### src/rtl/if_fetch_stage.sv
// Instruction fetch stage: issues word fetches, buffers in-order responses in a
// 2-entry queue and feeds the IF/ID register, handling redirects, stalls and HALT.
module if_fetch_stage #(
  parameter logic [31:0] RESET_PC  = 32'h0000_0000,
  parameter int          BUF_DEPTH = 2
) (
  input  logic        clk,
  input  logic        rst_n,
  output logic        imem_req_valid,
  output logic [31:0] imem_req_addr,
  input  logic        imem_req_ready,
  input  logic        imem_rsp_valid,
  input  logic [31:0] imem_rsp_data,
  input  logic        id_stall,
  input  logic        redirect_valid,
  input  logic [31:0] redirect_pc,
  output logic        ifid_valid,
  output logic [31:0] ifid_instr,
  output logic [31:0] ifid_pc,
  output logic [31:0] ifid_pc_plus4,
  output logic        halted
);

  localparam logic [2:0] SLOTS       = 3'(BUF_DEPTH);
  localparam logic [5:0] HALT_OPCODE = 6'b111111;

  logic [31:0] fetch_pc;
  logic [1:0]  outstanding;
  logic [1:0]  drop_cnt;
  logic [1:0]  buf_count;
  logic [31:0] buf0_instr, buf0_pc, buf1_instr, buf1_pc;

  logic        req_fire, rsp_keep;
  logic        load_valid, halt_load, buf_pop, buf_push;
  logic [31:0] rsp_pc, load_instr, load_pc;

  assign imem_req_valid = rst_n && !halted && !redirect_valid &&
                          (({1'b0, outstanding} + {1'b0, buf_count}) < SLOTS);
  assign imem_req_addr  = fetch_pc;
  assign req_fire       = imem_req_valid && imem_req_ready;

  // Live requests since the last redirect are contiguous and end at fetch_pc-4,
  // so the oldest one in flight sits `outstanding` words behind fetch_pc.
  assign rsp_pc   = fetch_pc - {28'd0, outstanding, 2'b00};
  assign rsp_keep = imem_rsp_valid && (drop_cnt == 2'd0) && !halted && !redirect_valid;

  always_comb begin
    load_valid = 1'b0;
    load_instr = buf0_instr;
    load_pc    = buf0_pc;
    if (!redirect_valid && !id_stall) begin
      if (buf_count != 2'd0) begin
        load_valid = 1'b1;
      end else if (rsp_keep) begin
        load_valid = 1'b1;
        load_instr = imem_rsp_data;
        load_pc    = rsp_pc;
      end
    end
    halt_load = load_valid && (load_instr[31:26] == HALT_OPCODE);
    buf_pop   = load_valid && (buf_count != 2'd0);
    buf_push  = rsp_keep && !halt_load && !(load_valid && (buf_count == 2'd0));
  end

  always_ff @(posedge clk or negedge rst_n) begin
    if (!rst_n) begin
      fetch_pc    <= RESET_PC;
      outstanding <= 2'd0;
      drop_cnt    <= 2'd0;
      halted      <= 1'b0;
    end else begin
      if (redirect_valid)
        fetch_pc <= redirect_pc & 32'hFFFF_FFFC;
      else if (req_fire)
        fetch_pc <= fetch_pc + 32'd4;

      case ({req_fire, imem_rsp_valid})
        2'b10:   outstanding <= outstanding + 2'd1;
        2'b01:   outstanding <= outstanding - 2'd1;
        default: outstanding <= outstanding;
      endcase

      // Everything still in flight at a redirect belongs to the old stream.
      if (redirect_valid)
        drop_cnt <= (imem_rsp_valid && (outstanding != 2'd0)) ? outstanding - 2'd1 : outstanding;
      else if (imem_rsp_valid && (drop_cnt != 2'd0))
        drop_cnt <= drop_cnt - 2'd1;

      if (halt_load)
        halted <= 1'b1;
    end
  end

  always_ff @(posedge clk or negedge rst_n) begin
    if (!rst_n) begin
      buf_count  <= 2'd0;
      buf0_instr <= 32'd0;
      buf0_pc    <= 32'd0;
      buf1_instr <= 32'd0;
      buf1_pc    <= 32'd0;
    end else if (redirect_valid || halt_load) begin
      buf_count <= 2'd0;
    end else begin
      case ({buf_pop, buf_push})
        2'b10: begin
          buf0_instr <= buf1_instr;
          buf0_pc    <= buf1_pc;
          buf_count  <= buf_count - 2'd1;
        end
        2'b01: begin
          if (buf_count == 2'd0) begin
            buf0_instr <= imem_rsp_data;
            buf0_pc    <= rsp_pc;
          end else begin
            buf1_instr <= imem_rsp_data;
            buf1_pc    <= rsp_pc;
          end
          buf_count <= buf_count + 2'd1;
        end
        2'b11: begin
          if (buf_count == 2'd1) begin
            buf0_instr <= imem_rsp_data;
            buf0_pc    <= rsp_pc;
          end else begin
            buf0_instr <= buf1_instr;
            buf0_pc    <= buf1_pc;
            buf1_instr <= imem_rsp_data;
            buf1_pc    <= rsp_pc;
          end
        end
        default: buf_count <= buf_count;
      endcase
    end
  end

  always_ff @(posedge clk or negedge rst_n) begin
    if (!rst_n) begin
      ifid_valid    <= 1'b0;
      ifid_instr    <= 32'd0;
      ifid_pc       <= 32'd0;
      ifid_pc_plus4 <= 32'd0;
    end else if (redirect_valid) begin
      ifid_valid <= 1'b0;
    end else if (!id_stall) begin
      ifid_valid <= load_valid;
      if (load_valid) begin
        ifid_instr    <= load_instr;
        ifid_pc       <= load_pc;
        ifid_pc_plus4 <= load_pc + 32'd4;
      end
    end
  end

  // The issue throttle guarantees a free slot for every response in flight.
  assert property (@(posedge clk) disable iff (!rst_n)
                   !(imem_rsp_valid && (buf_count == 2'd2)));

endmodule

### config.mk
export PLATFORM = sky130hd
export DESIGN_NAME = if_fetch_stage
export DESIGN_NICKNAME = d
export VERILOG_FILES = /design/src/rtl/if_fetch_stage.sv
export SDC_FILE = /design/constraint.sdc
export NUM_CORES = 1
export LEC_CHECK = 0
export ABC_AREA = 1
export BUFFER_PORTS_ARGS = -buffer_cell sky130_fd_sc_hd__buf_2
export CAP_MARGIN = 20
export CORE_ASPECT_RATIO = 1.4
export CORE_UTILIZATION = 63
export CTS_CLUSTER_SIZE = 8
export DETAILED_ROUTE_END_ITERATION = 7
export GPL_TIMING_DRIVEN = 0
export PLACE_DENSITY_LB_ADDON = 0.08
export SETUP_SLACK_MARGIN = 0.1
export SYNTH_ARGS = -nofsm -noshare
export SYNTH_HDL_FRONTEND = slang
export SYNTH_SLANG_ARGS = --single-unit
### constraint.sdc
create_clock -name clk -period 8.6 [get_ports clk]
set_clock_uncertainty 0.1 [all_clocks]
set_input_delay 1.72 -clock clk [delete_from_list [all_inputs] [get_ports clk]]
set_output_delay 1.72 -clock clk [all_outputs]
set_load 0.01 [all_outputs]
==> qor.csv <==
stage,metric,value,unit
yosys,synthXorXnorAreaFrac,1.81,%
yosys,seq_area_frac_synth,42.5,%
yosys,synth_top_cell_area_share,42.5,%
timing,fin_worst_hold_slack,0.372,ns
yosys,synth.ff_latch_count,254,
floorplanning,fp.dieArea,24400,µm²
yosys,synth_edf_count,0,
yosys,postSynth.asyncResetShare,100,%
setup_path,critical_path_arrival,2.66,ns
yosys,synth_area,15000,µm²
yosys,yosysTopAreaCell,sky130_fd_sc_hd__dfrtp_1,
detailed_routing,postRouteAntennaNets,0,
yosys,muxShareOfSynthArea,0,%
cts,clock_path_buffers,3,
cts,clock_sink_count,254,
global_routing,grt_util_met3,6.71,%
timing,timing.final.setup_violations,0,
setup_path,crit_path_cell_trace,buf_8 -> nor4b_1 -> buf_2,
setup_path,setup.worst_path.class,in -> out,
cts,hold_bufs_inserted_after_cts,0,
yosys,yosys.area_share.simple,31.3,%
status,status,"complete, but fails checks",
status,violated_checks,DRC,
cts,htree_num_levels,2,
cells_and_area,final_nets,2407,
detailed_routing,drt_wl_total,51000,µm
global_routing,globalRouteOverflowTotal,0,
floorplanning,core_region_area,23300,µm²
setup_path,critPathMaxStageDelay,0.38,ns
cts,clk_pin_slew,0.05,ns
placed_design,dp_hpwl,37600,µm
global_routing,groute.layer.met1.usage,48.0,%
yosys,yosys_most_used_dff,sky130_fd_sc_hd__dfrtp_1,
cts,clk_latency,0.53,ns
yosys,synth-warning-count,0,
yosys,yosysMostFrequentCell,sky130_fd_sc_hd__nand2_1,
timing,finalSetupTns,0,ns
pwr,powerDensity,219,nW/µm²
pwr,worst_voltage_drop_across_the_vdd_grid,0.000180,V
timing,slew_headroom,41.8,%
global_routing,grt_antenna_before_repair,3,
global_routing,global_route.usage.met2,73.9,%
yosys,ys_top_cells_by_area,"sky130_fd_sc_hd__dfrtp_1, sky130_fd_sc_hd__nand2_1, sky130_fd_sc_hd__o21ai_0, sky130_fd_sc_hd__nand3_1, sky130_fd_sc_hd__inv_1",
timing,fin_crit,4.48,ns
pwr,cellLeakagePower,0.00843,µW
cells_and_area,instances_no_fill,2637,
setup_path,slowest_cell_on_the_critical_path,sky130_fd_sc_hd__nor4b_1,
timing,timing_hold_violations_final,0,
floorplanning,initial_utilization,64.3,%
yosys,synth-compound-area-share,14.3,%
yosys,post_synth_adder_cell_area,1.02,%
flow_run,cap_violations,0,
timing,worst_max_slew_pin_slew,0.873,ns
timing,rsz0062_at_grt,false,
detailed_routing,drc_errors,1,
timing,maxSlewViolCount,0,
cts,cts-resized-gates,0,
cells_and_area,post_route_cells_drive_above_1_share,15.2,%
cts,cts_tree,built,
floorplanning,dieHeight,184,µm
floorplanning,io-pin-count,201,
detailed_routing,vias_per_cell,5.94,
detailed_routing,drt-initial-drc-count,1410,
pwr,total_power,3800,µW
global_routing,via_count_of_the_first_global_routing_pass,15400,
global_routing,grt_pass1_wl,80000,µm
placed_design,placed_insts,2593,
yosys,synth_cell_type_count,50,
setup_path,critPathMaxFanout,50,
detailed_routing,wl_per_cell,19.3,µm
cts,tritoncts.num_buffers,37,
setup_path,worst-endpoint-required,6.78,ns
yosys,synth.cells.most_frequent,"sky130_fd_sc_hd__nand2_1, sky130_fd_sc_hd__dfrtp_1, sky130_fd_sc_hd__o21ai_0",
global_routing,global_route.usage.total,42.3,%
floorplanning,die-width,132,µm
placed_design,place_congestion,0.987,
placed_design,detailedPlace.worstSlack,3.99,ns
global_routing,busiest_layer,met2,
placed_design,place.port_buffers,192,
timing,fmax,0.223,GHz
yosys,combinational_family_with_the_most_area_after_synthesis,simple AND/OR/NAND/NOR gates,
yosys,synth.avg_cell_area,7.17,µm²
floorplanning,fp-row-count,66,
cts,cts_post_setup_buffers_inserted,0,
timing,worst_slack,4.12,ns
setup_path,worstSetupEndpointType,output pin,
yosys,mapped_cells,2088,
cells_and_area,filler_cell_count,1825,
cells_and_area,syn2layout_area_growth,16.1,%
setup_path,worstSetupStartpointType,primary input,
detailed_routing,first_pass_iters,8,
timing,fin_crit_share,52.1,%
detailed_routing,dr_total_vias,15700,
global_routing,grt_max_degree,105,
worst_hold_path,worst_hold_path_type,reg -> reg,
cts,cts-root-buf,sky130_fd_sc_hd__clkbuf_16,
[area by class of cell]
cell class,count,area (µm²),share of cell area (%)
Multi-Input combinational cell,1532,7290,41.9
Sequential cell,254,6360,36.6
Timing Repair Buffer,194,1030,5.90
Clock buffer,38,940,5.41
Inverter,187,702,4.04
Buffer,120,642,3.69
Tap cell,306,383,2.20
Clock inverter,3,41.3,0.238
Antenna cell,3,7.51,0.0432
[power by group]
group / leakage [µW] / total (µW) / internal (µW) / switching, µW
Sequential: 0.00319 / 1540 / 1410 / 135
Clock: 0.000481 / 1290 / 770 / 525
Combinational: 0.00475 / 967 / 333 / 633
[cell families (layout without fill, tap and decap cells)]
kind of cell | after synthesis | in the layout
other | 1 | 9
DFF | 254 | 254
adders and majority gates | 11 | 11
buffers and inverters | 307 | 542
xor gates and xnor gates | 31 | 31
and+or+nand+nor | 1100 | 1100
AOI/OAI and AO/OA | 384 | 384
[final timing paths]
path                                  start                end  slack [ns]  depth (start not counted)
max                                   rst_n     imem_req_valid        4.12                          3
min                           buf0_instr[1]      buf0_instr[1]        0.37                          2
max reg2reg                imem_req_addr[2]  ifid_pc_plus4[26]        5.04                         16
min reg2reg                   buf0_instr[1]      buf0_instr[1]        0.37                          2
max in group asynchronous             rst_n  imem_req_addr[29]        5.98                          3
min in group asynchronous             rst_n     ifid_instr[15]        1.00                          1
[registers in the layout, summed over array words and instances (netlist names)]
register,flops
ifid_valid,1
buf1_instr,32
ifid_pc,30
ifid_instr,32
ifid_pc_plus4,30
buf0_instr,32
buf0_pc,30
imem_req_addr,30
drop_cnt,2
buf1_pc,30
outstanding,2
halted,1
buf_count,2
[through the flow]
step / util (%) / cell area (µm²)
2_1_floorplan: - / 15000
3_3_place_gp: 70.1 / 16300
3_5_place_dp: 70.4 / 16400
4_1_cts: 74.6 / 17400
5_1_grt: 74.6 / 17400
6_report: 74.6 / 17400
[layer usage]
layer | vias up | routed length, µm | part of all wire (%)
met5 | - | 0 | 0
met4 | 0 | 3200 | 6.3
met3 | 217 | 4310 | 8.5
met2 | 931 | 25300 | 50
met1 | 7324 | 18200 | 36
li1 | 7203 | - | -
[placed cells by master (no fill, tap or decap), types with 7 or more instances in the layout]
| cell type | instances |
|---|---|
| sky130_fd_sc_hd__a21oi_1 | 65 |
| sky130_fd_sc_hd__buf_2 | 222 |
| sky130_fd_sc_hd__buf_4 | 18 |
| sky130_fd_sc_hd__buf_6 | 11 |
| sky130_fd_sc_hd__clkbuf_1 | 52 |
| sky130_fd_sc_hd__clkbuf_16 | 37 |
| sky130_fd_sc_hd__dfrtp_1 | 254 |
| sky130_fd_sc_hd__ha_1 | 9 |
| sky130_fd_sc_hd__inv_1 | 178 |
| sky130_fd_sc_hd__inv_2 | 7 |
| sky130_fd_sc_hd__nand2_1 | 695 |
| sky130_fd_sc_hd__nand2_2 | 11 |
| sky130_fd_sc_hd__nand3_1 | 136 |
| sky130_fd_sc_hd__nand4_1 | 26 |
| sky130_fd_sc_hd__nor2_1 | 162 |
| sky130_fd_sc_hd__nor2_2 | 14 |
| sky130_fd_sc_hd__nor3_1 | 17 |
| sky130_fd_sc_hd__nor3b_1 | 7 |
| sky130_fd_sc_hd__o211ai_1 | 45 |
| sky130_fd_sc_hd__o21a_1 | 12 |
| sky130_fd_sc_hd__o21ai_0 | 202 |
| sky130_fd_sc_hd__o21ai_1 | 37 |
| sky130_fd_sc_hd__o221ai_1 | 12 |
| sky130_fd_sc_hd__xor2_1 | 25 |
[worst max-delay path: cells and delay by family]
| kind | cells | cell delay (ns) |
|---|---|---|
| AND/OR/NAND/NOR | 1 | 0.38 |
| buffers and inverters | 2 | 0.52 |
Note: power is estimated with default switching activity, not from simulation.
